$ cat config.mk
export PLATFORM = sky130hd
export DESIGN_NAME = mem_port_arbiter
export DESIGN_NICKNAME = d
export VERILOG_FILES = /design/src/rtl/mem_port_arbiter.sv
export SDC_FILE = /design/constraint.sdc
export NUM_CORES = 1
export LEC_CHECK = 0
export ABC_CLOCK_PERIOD_IN_PS = 2100
export BUFFER_PORTS_ARGS = -buffer_cell sky130_fd_sc_hd__buf_4
export CORE_UTILIZATION = 35
export CTS_CLUSTER_SIZE = 40
export DETAILED_ROUTE_END_ITERATION = 10
export PLACE_DENSITY_LB_ADDON = 0.2
export SETUP_SLACK_MARGIN = 0.02
export SLEW_MARGIN = 20
export SYNTH_ARGS = -nofsm -noshare
export SYNTH_HDL_FRONTEND = slang
export SYNTH_SLANG_ARGS = --single-unit
$ cat constraint.sdc
create_clock -name clk -period 2.1 [get_ports clk]
set_clock_uncertainty 0.2 [all_clocks]
set_input_delay 0.63 -clock clk [delete_from_list [all_inputs] [get_ports clk]]
set_output_delay 0.63 -clock clk [all_outputs]
set_load 0.1 [all_outputs]
$ cat src/rtl/mem_port_arbiter.sv
// Purpose : shares one single-ported RAM between instruction fetch and load/store.
// Latency : grant is combinational (0 cycles); read data returns 1 cycle after grant.
// Backpressure: the losing requester simply stays un-granted and must hold its request.
//
// Ports:
//   clk, reset            single clock, synchronous active-high reset
//   i_req/i_addr          fetch request and byte address (low 2 bits ignored)
//   i_gnt                 fetch granted this cycle (combinational)
//   i_rvalid/i_rdata      registered fetch return, one cycle after i_gnt
//   d_req/d_we/d_addr/d_wdata  load/store request, direction, byte address, store data
//   d_gnt                 load/store granted this cycle (combinational)
//   d_rvalid/d_rdata      registered load return, one cycle after d_gnt on an aligned load
//   d_err                 registered pulse for a misaligned granted data access
//   m_we/m_a/m_wd/m_rd    RAM write enable, word address, write data, combinational read data
module mem_port_arbiter #(
  parameter int AW           = 6,
  parameter int DW           = 32,
  parameter int STARVE_LIMIT = 3
) (
  input  logic          clk,
  input  logic          reset,

  input  logic          i_req,
  input  logic [31:0]   i_addr,
  output logic          i_gnt,
  output logic          i_rvalid,
  output logic [DW-1:0] i_rdata,

  input  logic          d_req,
  input  logic          d_we,
  input  logic [31:0]   d_addr,
  input  logic [DW-1:0] d_wdata,
  output logic          d_gnt,
  output logic          d_rvalid,
  output logic [DW-1:0] d_rdata,
  output logic          d_err,

  output logic          m_we,
  output logic [AW-1:0] m_a,
  output logic [DW-1:0] m_wd,
  input  logic [DW-1:0] m_rd
);

  // Counter must be able to hold STARVE_LIMIT itself; guard the degenerate limit of 0.
  localparam int            SW         = (STARVE_LIMIT < 1) ? 1 : $clog2(STARVE_LIMIT + 1);
  localparam logic [SW-1:0] STARVE_MAX = SW'(STARVE_LIMIT);

  // ------------------------------------------------------------------
  // Address decode
  // ------------------------------------------------------------------
  logic [AW-1:0] i_idx;
  logic [AW-1:0] d_idx;
  logic          d_misaligned;

  assign i_idx        = i_addr[AW+1:2];
  assign d_idx        = d_addr[AW+1:2];
  assign d_misaligned = |d_addr[1:0];

  // Upper address bits wrap away and fetch byte offset is ignored by design.
  logic unused_addr_bits;
  assign unused_addr_bits = ^{i_addr[31:AW+2], i_addr[1:0], d_addr[31:AW+2]};

  // ------------------------------------------------------------------
  // Arbitration
  // ------------------------------------------------------------------
  logic [SW-1:0] starve_cnt;
  logic          fetch_starved;
  logic          fetch_wins;

  always_comb begin
    fetch_starved = (starve_cnt == STARVE_MAX);
    // Data normally wins a conflict; fetch wins only once it has been
    // denied STARVE_LIMIT cycles in a row.
    fetch_wins    = i_req & (~d_req | fetch_starved);
    i_gnt         = ~reset & fetch_wins;
    d_gnt         = ~reset & d_req & ~fetch_wins;
  end

  // ------------------------------------------------------------------
  // RAM drive
  // ------------------------------------------------------------------
  always_comb begin
    m_a  = i_gnt ? i_idx : d_idx;
    m_wd = d_wdata;
    // A misaligned store still consumes the slot but must not touch memory.
    m_we = d_gnt & d_we & ~d_misaligned;
  end

  // ------------------------------------------------------------------
  // Starvation counter: counts consecutive cycles fetch asked and lost.
  // ------------------------------------------------------------------
  always_ff @(posedge clk) begin
    if (reset) begin
      starve_cnt <= '0;
    end else if (i_gnt || !i_req) begin
      starve_cnt <= '0;
    end else if (!fetch_starved) begin
      starve_cnt <= starve_cnt + SW'(1);
    end
  end

  // ------------------------------------------------------------------
  // Read return path
  // ------------------------------------------------------------------
  logic d_load_ok;
  logic d_err_hit;
  logic i_rvalid_q;
  logic d_rvalid_q;
  logic d_err_q;

  assign d_load_ok = d_gnt & ~d_we & ~d_misaligned;
  assign d_err_hit = d_gnt & d_misaligned;

  always_ff @(posedge clk) begin
    if (reset) begin
      i_rvalid_q <= 1'b0;
      d_rvalid_q <= 1'b0;
      d_err_q    <= 1'b0;
      i_rdata    <= '0;
      d_rdata    <= '0;
    end else begin
      i_rvalid_q <= i_gnt;
      d_rvalid_q <= d_load_ok;
      d_err_q    <= d_err_hit;
      if (i_gnt) begin
        i_rdata <= m_rd;
      end
      if (d_load_ok) begin
        d_rdata <= m_rd;
      end
    end
  end

  // An access granted just before reset asserts must not report a response
  // during the reset cycle, so the strobes are masked by reset.
  assign i_rvalid = i_rvalid_q & ~reset;
  assign d_rvalid = d_rvalid_q & ~reset;
  assign d_err    = d_err_q & ~reset;

endmodule

==> metrics.md, run 1 <==
| Metric | Value |
|---|---|
| Status | finished, violations left |
| Failing checks | setup timing |
| Die Y | 95.09 um |
| Max-cap violation count | 0 |
| Final wirelength | ~6.7 mm |
| Internal power | between 2 and 2.5 mW |
| Maximum VDD drop | 470.6 uV |
| Placement Cell Area | around 0.004 mm^2 |
| Iteration-0 DRC Markers | 29 |
| NetSw | 1.085 mW |
| Leakage | 2.104 nW |
| Combinational share of power | 0.232 |
| P&R area growth vs syn | 46.82% |
| Clock root cell | clkbuf_8 |
| Syn Area/Cell | approximately 11 um^2 |
| Final max-slew violation count | 0 |
| Top cell type's share of synthesized area | 0.4554 |
| Antenna diodes | 0 |
| Dominant cells by area after synthesis | dfxtp_1, mux2_2, nor2b_1, buf_4, buf_6 |
| Die W | 95.09 um |
| I/O pins | 241 |
| TNS Setup | -3.647 ns |
| DR WL/cell | about 14 um |
| Synth Instances | around 270 |
| GRT Max-Usage Layer | met2 |
| Initial antenna violation count | 0 |
| Via count | 2175 |
| Port bufs | about 130 |
| Place WS | -0.4160 ns |
| CTS Buf Count | 9 |
| Clock network fraction of total power | 0.377 |
| H-tree lvl count | 3 |
| GRT Residual Overflow | 0 |
| Fin. Hold Viols | 0 |
| P per Cell Area | 793.9 mW/mm^2 |
| Largest net degree at the start of global routing | between 40 and 50 |
| Worst setup SP type | flop |
| Met3 Use GR | 0.05502 |
| Least-Margin Pin Slew | 0.4679 ns |
| Met1 Usage GRT | 0.1738 |
| Post-DR vias/cell | 4.457 |
| Unrepaired setup endpoints after global routing | yes |
| Syn Nets | a little over 400 |
| GRT Util Overall | 0.1470 |
| FP Rows | 33 |
| Tcrit/Tclk final | 1.253 |
| Utilization after layout | 0.5366 |
| Post-synthesis register bit count | a little under 70 |
| Post-route ant nets | 0 |
| CTS clk-pin slew, worst paths | about 0.080 ns |
| Placer congestion estimate | between 0.6 and 0.7 |
| Distinct cells, synth | 18 |
| Share of post-route cells with drive strength above 1 | 0.6397 |
| CTS tree | built |
| DRC Markers | 0 |
| Grt met2 use | 0.2280 |
| Full die area | between 0.009 and 0.01 mm^2 |
| Skew-Pair Late Insertion Delay | between 0.3 and 0.4 ns |
| Vias in the first global route | 2055 |
| Placeable Area | 0.008299 mm^2 |
| Switch share | 0.3068 |
| Seq/Total Area, Yosys | 0.4554 |
| Slew headroom | 0.6881 |
| Critical Path RT | roughly 1.3 ns |
| Fmax | approximately 380 MHz |
| Worst path arrival time | 1.80 ns |
| Final Net Count | between 500 and 600 |
| Design area | roughly 0.0045 mm^2 |
| Setup WS post-layout | -0.5308 ns |
| Synth warnings | 0 |
| Final setup viols | 9 |
| Critical path endpoint category | output port |
| Max FO, Critical Path | 5 |
| Final hold slack | around 0.25 ns |
| First-pass GRT wire length | 10.03 mm |
| Total clock sinks | 69 |
| Yosys top cell by area | dfxtp_1 |
| Critical path class | flop to output port |
| Sequential power share | 0.391 |
| Fin crit period | roughly 2.6 ns |
| Min-delay worst type | flop to flop |
| Synth Cell Area | 0.003033 mm^2 |
| Clk buf depth | 2 |
| Drt pass-1 iters | 4 |
| DP HPWL | roughly 4.5 mm |
| Initial Utilization | 0.3654 |
layout make-up:
cell class	count	area, um^2
Fill cell	725	3846
Multi-Input combinational cell	150	1403
Sequential cell	69	1384
Timing Repair Buffer	145	1269
Clock buffer	11	141.4
Tap cell	105	131.4
Clock inverter	5	106.4
Inverter	3	18.77
layout by cell type (no fill, tap or decap), types with 2 or more instances in the layout:
cell type   Yosys  routed
clkbuf_8        0      10
mux2_2         67      61
nor2b_4         0       4
nand2_4         0       2
buf_12          0      12
dfxtp_2         0       2
buf_8           0       2
buf_6           4       4
dfxtp_1        69      67
mux2_4          3       9
nor2b_1        67      64
buf_4          32     127
clkinvlp_4      0       3
bufinv_16       0       3
state kept, by name, summed over array words and instances, names as in the netlist:
| name | cells |
|---|---|
| d_err_q | 1 |
| d_rvalid_q | 1 |
| i_rdata | 32 |
| d_rdata | 32 |
| starve_cnt | 2 |
| i_rvalid_q | 1 |
power groups by stage:
stage / clock network, mW / registers (mW) / logic [mW]
after CTS: 1.38 / 1.38 / 0.830
after floorplan: 0 / 1.76 / 0.518
after global routing: 1.42 / 1.39 / 0.853
final: 1.33 / 1.38 / 0.820
after detailed placement: 0 / 1.41 / 0.779
after global placement: 0 / 1.41 / 0.776
final timing paths:
check | depth (start not counted) | from | endpoint | slack, ns
setup / recovery | 7 | starve_cnt[1] | m_a[4] | -0.53
hold / removal | 1 | starve_cnt[0] | starve_cnt[0] | 0.25
setup reg to reg | 7 | starve_cnt[1] | i_rdata[7] | 0.16
hold reg to reg | 1 | starve_cnt[0] | starve_cnt[0] | 0.25
metrics by stage:
| stage | total power, mW | instances |
|---|---|---|
| floorplan | 2.274 | 269 |
| global placement | 2.186 | 466 |
| detailed placement | 2.190 | 466 |
| CTS | 3.597 | 490 |
| global route | 3.660 | 488 |
| finish | 3.535 | 488 |
layer usage:
layer | up-vias | part of all wire | wire length, um
met5 | - | 0 | 0
met4 | 0 | 0.026 | 176
met3 | 21 | 0.10 | 698
met2 | 103 | 0.45 | 3020
met1 | 984 | 0.42 | 2766
li1 | 1067 | - | -
cells in the mapped netlist:
library cell,n
mux2_2,67
mux2_4,3
nor2b_1,67
ha_1,1
nor2b_2,1
nand2b_1,1
buf_6,4
dfxtp_1,69
nor2_1,3
buf_4,32
and4b_1,2
nor4bb_1,1
inv_1,3
buf_1,2
buf_2,6
clkbuf_1,3
nand2_1,3
nand3b_1,1
critical path, cell delays in order, from the launching register on:
cell and delay, ns:
dfxtp_2 0.35, ha_4 0.13, nand2b_4 0.11, nand3b_1 0.11, buf_6 0.15, buf_12 0.13, mux2_4 0.31, buf_12 0.17
logic make-up after synthesis:
kind of cell | count (synthesis) | share of synthesized area
fa+ha+maj | 1 | 0.004125
buf+inv | 50 | 0.1139
flops | 69 | 0.4554
mux | 70 | 0.2636
simple gates | 79 | 0.1630
repair_timing:
item | 4_1_cts | 5_1_grt
endpoints found under the hold margin | 0 | 0
pin swaps | 1 | 4
cloned | 1 | 0
setup buffers | 7 | 2
endpoints found under the setup margin | 12 | 30
gates resized for setup | 42 | 1
hold buffers | 0 | 0
Power figures use the tool's default switching activity.
==> run 2: changes to the inputs <==
--- a/config.mk
+++ b/config.mk
@@ -5,14 +5,15 @@
 export SDC_FILE = /design/constraint.sdc
 export NUM_CORES = 1
 export LEC_CHECK = 0
-export ABC_CLOCK_PERIOD_IN_PS = 2100
+export ABC_CLOCK_PERIOD_IN_PS = 2900
 export BUFFER_PORTS_ARGS = -buffer_cell sky130_fd_sc_hd__buf_4
 export CORE_UTILIZATION = 35
 export CTS_CLUSTER_SIZE = 40
 export DETAILED_ROUTE_END_ITERATION = 10
-export PLACE_DENSITY_LB_ADDON = 0.2
+export PLACE_DENSITY = 0.73
 export SETUP_SLACK_MARGIN = 0.02
 export SLEW_MARGIN = 20
 export SYNTH_ARGS = -nofsm -noshare
 export SYNTH_HDL_FRONTEND = slang
 export SYNTH_SLANG_ARGS = --single-unit
+export TNS_END_PERCENT = 30
==> constraint.sdc (replaced) <==
create_clock -name clk -period 2.9 [get_ports clk]
set_clock_uncertainty 0.2 [all_clocks]
set_input_delay 0.87 -clock clk [delete_from_list [all_inputs] [get_ports clk]]
set_output_delay 0.87 -clock clk [all_outputs]
set_load 0.1 [all_outputs]
==> run 2 against run 1 <==
Against the previous run:
- the run now ends clean
- critical path depth fell by 2
- flip-flop and latch count did not move
- clock power fell by 43%
- die area did not move
- final cell count fell by 1.8%
- count of clock-buffer cells in the layout fell by 2
- power fell by 34%
- largest power group unchanged
- via count rose by 0.28%
- sequential share of layout area rose by 1.9 points
- global-route usage rose by 0.29 points
==> metrics.md, run 2 (same netlist as run 1, synthesis figures left out) <==
| Metric | Value |
|---|---|
| Via count | 2181 (was 2175) |
| Max-cap violation count | 0 (unchanged) |
| Buf/Inv on CP | 3 (unchanged) |
| Met3 Use GR | 0.06300 (was 0.05502) |
| Min-delay worst type | flop to flop (unchanged) |
| Most common cell after layout, fill and taps aside | buf_4 (unchanged) |
| Total Power | 2.332 mW (was 3.535 mW) |
| Placed cells | 461 (was 466) |
| Critical Path RT | 1.83 ns (was 1.27 ns) |
| P&R area growth vs syn | 38.20% (was 46.82%) |
| Final Net Count | 503 (was 512) |
| Skew-Pair Late Insertion Delay | 0.33 ns (was 0.34 ns) |
| Unrepaired setup endpoints after global routing | yes (unchanged) |
| Antenna diodes | 0 (unchanged) |
| Worst path max stage delay | 0.32 ns (was 0.35 ns) |
| Die Y | 95.09 um (unchanged) |
| Post-DR vias/cell | 4.553 (was 4.457) |
| H-tree lvl count | 3 (unchanged) |
| Clock root cell | clkbuf_8 (unchanged) |
| Final wirelength | 6.979 mm (was 6.660 mm) |
| Fin crit period | about 2.9 ns |
| Post-route ant nets | 0 (unchanged) |
| Clk buf depth | 2 (unchanged) |
| Leakage | 2.016 nW (was 2.104 nW) |
| Fillers | 745 (was 725) |
| Biggest regs | d_rdata x32, i_rdata x32, starve_cnt x2 (unchanged) |
| CTS clk-pin slew, worst paths | 0.07 ns (was 0.08 ns) |
| Least-Margin Pin Slew | 0.3354 ns (was 0.4679 ns) |
| First-pass GRT wire length | 10.14 mm (was 10.03 mm) |
| DRC Markers | 0 (unchanged) |
| Placeable Area | 0.008299 mm^2 (unchanged) |
| Fin. Hold Viols | 0 (unchanged) |
| Worst path arrival time | 1.80 ns (about the same) |
| Placer congestion estimate | 0.6946 (was 0.6858) |
| Die W | 95.09 um (unchanged) |
| Utilization after layout | 0.5051 (was 0.5366) |
| Commonest cells after routing, fill and taps aside | buf_4, dfxtp_1, nor2b_1 (unchanged) |
| Place WS | -0.05668 ns (was -0.4160 ns) |
| DP HPWL | 5.173 mm (was 4.510 mm) |
| Stages on the worst setup path | 5 (was 7) |
| Setup WS post-layout | 0.02754 ns (was -0.5308 ns) |
| Critical path endpoint category | output port (unchanged) |
| Hold Path Stages | 1 (unchanged) |
| Worst setup SP type | input pin (was flop) |
| Reg2Reg Depth | 7 (unchanged) |
| Initial antenna violation count | 0 (unchanged) |
| Tcrit/Tclk final | 0.9905 |
| Fmax | 348.1 MHz |
| CP cell instances | buf_8 > nand3b_1 > buf_6 > mux2_4 > buf_12 (was ha_4 > nand2b_4 > nand3b_1 > buf_6 > buf_12 > mux2_4 > buf_12) |
| Grt met2 use | 0.2851 (was 0.2280) |
| CTS Buf Count | 9 (unchanged) |
| Share of post-route cells with drive strength above 1 | 0.6150 (was 0.6397) |
| GRT Max-Usage Layer | met2 (unchanged) |
| Slowest CP cell | mux2_4 (was dfxtp_2) |
| GRT Residual Overflow | 0 (unchanged) |
| DR WL/cell | 14.57 um (was 13.65 um) |
| Status | finished clean (was finished, violations left) |
| Largest net degree at the start of global routing | 33 (was 45) |
| CTS tree | built (unchanged) |
| P per Cell Area | 556.3 mW/mm^2 (was 793.9 mW/mm^2) |
| Iteration-0 DRC Markers | 37 (was 29) |
| Critical path class | input pin to output port (was flop to output port) |
| Full die area | 0.009042 mm^2 (unchanged) |
| Met1 Usage GRT | 0.1459 (was 0.1738) |
| I/O pins | 241 (unchanged) |
| Worst path top cell family by delay | buffers and inverters (unchanged) |
| Initial Utilization | 0.3654 (unchanged) |
| Final max-slew violation count | 0 (unchanged) |
| Hold-fix buffers, CTS | 0 (unchanged) |
| GRT Util Overall | 0.1499 (was 0.1470) |
| Maximum VDD drop | 314.4 uV (was 470.6 uV) |
| FP Rows | 33 (unchanged) |
| Non-filler cells, final | 479 (was 488) |
| Max FO, Critical Path | 8 (was 5) |
| Final setup viols | 0 (was 9) |
| Total clock sinks | 69 (unchanged) |
| Port bufs | 126 (unchanged) |
| Drt pass-1 iters | 4 (unchanged) |
| Slew headroom | 0.7764 (was 0.6881) |
| Vias in the first global route | 2110 (was 2055) |
run 2: changes by cell type in the layout (fill, tap and decap cells not counted), sizes merged:
cell	previous run	this run
bufinv	3	1
buf	145	136
inv	2	3
clkinv	0	5
clkbuf	11	9
clkinvlp	3	1
run 2: metrics by stage:
stage          hold slack, ns  area (um^2)  setup TNS [ns]
2_1_floorplan          0.2063         3043         -0.8138
3_3_place_gp           0.2155         3860         -0.2699
3_5_place_dp           0.2255         3860         -0.2445
4_1_cts                0.2477         4144       -0.002676
5_1_grt                0.2575         4192       -0.005811
6_report               0.2475         4192               0
run 2: final timing paths:
| path | slack [ns] | start | end |
|---|---|---|---|
| worst max register to register | 0.95 | starve_cnt[0] | i_rdata[24] |
| worst min register to register | 0.25 | starve_cnt[0] | starve_cnt[0] |
| worst min-delay path | 0.25 | starve_cnt[0] | starve_cnt[0] |
| worst max-delay path | 0.03 | reset | m_a[2] |
run 2: cell type report:
| type | count | area [um^2] | area share |
|---|---|---|---|
| sequential | 69 | 1383 | 0.3299 |
| inverter | 3 | 11.26 | 0.002687 |
| clock inverter | 7 | 66.31 | 0.01582 |
| timing repair buffer | 136 | 1124 | 0.2681 |
| tap | 105 | 131.4 | 0.03134 |
| clock buffer | 9 | 123.9 | 0.02955 |
| multi-input combinational | 150 | 1353 | 0.3227 |
run 2: worst reg2reg max path, delay by kind of cell (launching register included):
family / cells / cell delay, ns
mux: 1 / 0.38
flops: 1 / 0.34
simple gates: 2 / 0.24
fa+ha+maj: 1 / 0.16
buf+inv: 3 / 0.53
run 2: metal layers:
metal  up-vias  wire [um]
li1       1051          -
met1      1021       2534
met4         0         17
met5         -          0
met2       106       3861
met3         3        565
run 2: where the power goes:
part | leakage, nW | internal [mW] | switching (mW) | total [mW]
Clock | 0.0987 | 0.392 | 0.366 | 0.758
Combinational | 1.35 | 0.177 | 0.395 | 0.572
Sequential | 0.563 | 0.984 | 0.0172 | 1.00
Total | 2.02 | 1.55 | 0.778 | 2.33
run 2: what timing repair did:
| action | 4_1_cts | 5_1_grt |
|---|---|---|
| pin swaps | 1 | 1 |
| endpoints found under the setup margin | 6 | 6 |
| gates resized for setup | 20 | 11 |
| buffers inserted | 2 | 0 |
==> run 3: changes to the inputs <==
--- a/config.mk
+++ b/config.mk
@@ -7,10 +7,12 @@
 export LEC_CHECK = 0
 export ABC_CLOCK_PERIOD_IN_PS = 2900
 export BUFFER_PORTS_ARGS = -buffer_cell sky130_fd_sc_hd__buf_4
-export CORE_UTILIZATION = 35
-export CTS_CLUSTER_SIZE = 40
+export CELL_PAD_IN_SITES_DETAIL_PLACEMENT = 0
+export CELL_PAD_IN_SITES_GLOBAL_PLACEMENT = 2
+export CORE_UTILIZATION = 21
+export CTS_CLUSTER_SIZE = 8
 export DETAILED_ROUTE_END_ITERATION = 10
-export PLACE_DENSITY = 0.73
+export PLACE_DENSITY_LB_ADDON = 0.1
 export SETUP_SLACK_MARGIN = 0.02
 export SLEW_MARGIN = 20
 export SYNTH_ARGS = -nofsm -noshare
==> run 3 against run 2 <==
Against the previous run:
- the flow now finishes with violations (setup timing)
- non-clock buffer count rose by 1
- count of clock-buffer cells in the layout up 6
- critical path depth did not move
- first-iteration DRC count rose by 11%
- core utilization decreased by 19 points
- sequential power barely moved
- largest power group is now the clock network
- wire length increased by 8.4%
- highest routed layer unchanged
- die area increased by 65%
- sequential share of layout area is 1.8 points lower
- register-to-register slack better by 0.13 ns
==> metrics.md, run 3 (same netlist as run 1, synthesis figures left out) <==
| Metric | Value |
|---|---|
| Clock root cell | clkbuf_16 (was clkbuf_8) |
| Unrepaired setup endpoints after global routing | yes (unchanged) |
| Worst setup SP type | input pin (unchanged) |
| Initial Utilization | 0.2168 (was 0.3654) |
| Grt met2 use | 0.1720 (was 0.2851) |
| Full die area | 0.01493 mm^2 (was 0.009042 mm^2) |
| Fmax | 341.2 MHz (was 348.1 MHz) |
| Slowest CP cell | mux2_4 (unchanged) |
| Total clock sinks | 69 (unchanged) |
| Critical Path RT | 1.83 ns (about the same) |
| H-tree lvl count | 3 (unchanged) |
| DRC Markers | 0 (unchanged) |
| Worst path max stage delay | 0.31 ns (was 0.32 ns) |
| Critical path class | input pin to output port (unchanged) |
| Post-route ant nets | 0 (unchanged) |
| Status | finished, violations left (was finished clean) |
| Stages on the worst setup path | 5 (unchanged) |
| Final wirelength | 7.563 mm (was 6.979 mm) |
| Via count | 2167 (was 2181) |
| DP HPWL | 5.055 mm (was 5.173 mm) |
| Worst path arrival time | 1.86 ns (was 1.80 ns) |
| Biggest regs | d_rdata x32, i_rdata x32, starve_cnt x2 (unchanged) |
| First-pass GRT wire length | 11.63 mm (was 10.14 mm) |
| Die Y | 122.2 um (was 95.09 um) |
| CP cell instances | buf_8 > nand3b_1 > buf_6 > mux2_4 > buf_12 (unchanged) |
| FP Rows | 43 (was 33) |
| Clk buf depth | 2 (unchanged) |
| Post-DR vias/cell | 3.912 (was 4.553) |
| GRT Util Overall | 0.1060 (was 0.1499) |
| Reg2Reg Depth | 5 (was 7) |
| Met1 Usage GRT | 0.1155 (was 0.1459) |
| CTS clk-pin slew, worst paths | 0.05 ns (was 0.07 ns) |
| Non-filler cells, final | 554 (was 479) |
| Commonest cells after routing, fill and taps aside | buf_4, dfxtp_1, nor2b_1 (unchanged) |
| Placer congestion estimate | 0.6101 (was 0.6946) |
| Final max-slew violation count | 0 (unchanged) |
| Antenna diodes | 0 (unchanged) |
| CTS Buf Count | 9 (unchanged) |
| Design area | 0.004431 mm^2 (was 0.004192 mm^2) |
| Tcrit/Tclk final | 1.011 (was 0.9905) |
| Buf/Inv on CP | 3 (unchanged) |
| Vias in the first global route | 2249 (was 2110) |
| Maximum VDD drop | 336.2 uV (was 314.4 uV) |
| P per Cell Area | 601.4 mW/mm^2 (was 556.3 mW/mm^2) |
| Placed cells | 537 (was 461) |
| Max-cap violation count | 0 (unchanged) |
| GRT Max-Usage Layer | met2 (unchanged) |
| Placement Cell Area | 0.003986 mm^2 (was 0.003860 mm^2) |
| Setup WS post-layout | -0.03108 ns (was 0.02754 ns) |
| Leakage | 2.073 nW (was 2.016 nW) |
| Failing checks | setup timing |
| Die W | 122.2 um (was 95.09 um) |
| Most common cell after layout, fill and taps aside | buf_4 (unchanged) |
| Iteration-0 DRC Markers | 41 (was 37) |
| Met3 Use GR | 0.05758 (was 0.06300) |
| Largest net degree at the start of global routing | 68 (was 33) |
| Critical path endpoint category | output port (unchanged) |
| Final setup viols | 5 (was 0) |
| Worst path top cell family by delay | buffers and inverters (unchanged) |
| Max FO, Critical Path | 5 (was 8) |
| Hold Path Stages | 1 (unchanged) |
| Skew-Pair Late Insertion Delay | 0.33 ns (about the same) |
| GRT Residual Overflow | 0 (unchanged) |
| P&R area growth vs syn | 46.08% (was 38.20%) |
| Fin crit period | 2.931 ns (was 2.872 ns) |
| Final Net Count | 504 (was 503) |
| Least-Margin Pin Slew | 0.3175 ns (was 0.3354 ns) |
| Placeable Area | 0.01399 mm^2 (was 0.008299 mm^2) |
| Slew headroom | 0.7884 (was 0.7764) |
| CTS tree | built (unchanged) |
| Share of post-route cells with drive strength above 1 | 0.6123 (was 0.6150) |
| Initial antenna violation count | 0 (unchanged) |
| Port bufs | 126 (unchanged) |
| Place WS | -0.06014 ns (was -0.05668 ns) |
| I/O pins | 241 (unchanged) |
| Drt pass-1 iters | 4 (unchanged) |
| DR WL/cell | 13.65 um (was 14.57 um) |
| Min-delay worst type | flop to flop (unchanged) |
| Fin. Hold Viols | 0 (unchanged) |
run 3: changes by cell type in the layout (fill, tap and decap cells not counted), moves of 4 or more:
cell | previous run | this run
clkbuf_16 | 0 | 9
buf_4 | 126 | 122
buf_6 | 2 | 6
clkbuf_8 | 9 | 5
clkinv_2 | 4 | 0
run 3: report_power, final:
group          internal (mW)  switching (mW)  total (mW)
Clock                  0.691           0.394        1.09
Combinational          0.179           0.398       0.577
Sequential             0.986          0.0167        1.00
run 3: path summary, 6_finish.rpt:
kind	from	slack (ns)	to
worst min-delay path	starve_cnt[0]	0.29	starve_cnt[0]
worst min register to register	starve_cnt[0]	0.29	starve_cnt[0]
worst max-delay path	reset	-0.03	m_a[1]
worst max register to register	starve_cnt[0]	1.08	i_rdata[10]
run 3: layout make-up:
| type | count | area (um^2) |
|---|---|---|
| multi-input cells | 150 | 1356 |
| inverters | 3 | 11.26 |
| flip-flops and latches | 69 | 1381 |
| well taps | 180 | 225.2 |
| repair buffers | 137 | 1159 |
| clock buffers | 15 | 297.8 |
| fillers | 1464 | 9558 |
run 3: timing repair:
action,CTS,global route
endpoints found under the setup margin,6,8
pin swaps,1,2
cloned,1,0
hold buffers,0,0
resized for setup,28,4
buffers inserted,1,0
run 3: per-layer routing:
metal	share of wire	up-vias
li1	-	1053
met1	0.41	1012
met2	0.48	90
met3	0.097	12
met4	0.014	0
met5	0	-
run 3: metrics by stage:
| step | TNS (ns) | hold WS (ns) | total power [mW] | util |
|---|---|---|---|---|
| 2_1_floorplan | -0.8138 | 0.2063 | 1.632 | - |
| 3_3_place_gp | -0.4364 | 0.2166 | 1.577 | 0.2850 |
| 3_5_place_dp | -0.3460 | 0.2261 | 1.579 | 0.2850 |
| 4_1_cts | -0.2435 | 0.2388 | 2.734 | 0.3149 |
| 5_1_grt | -0.4654 | 0.3058 | 2.793 | 0.3167 |
| 6_report | -0.1418 | 0.2855 | 2.665 | 0.3167 |
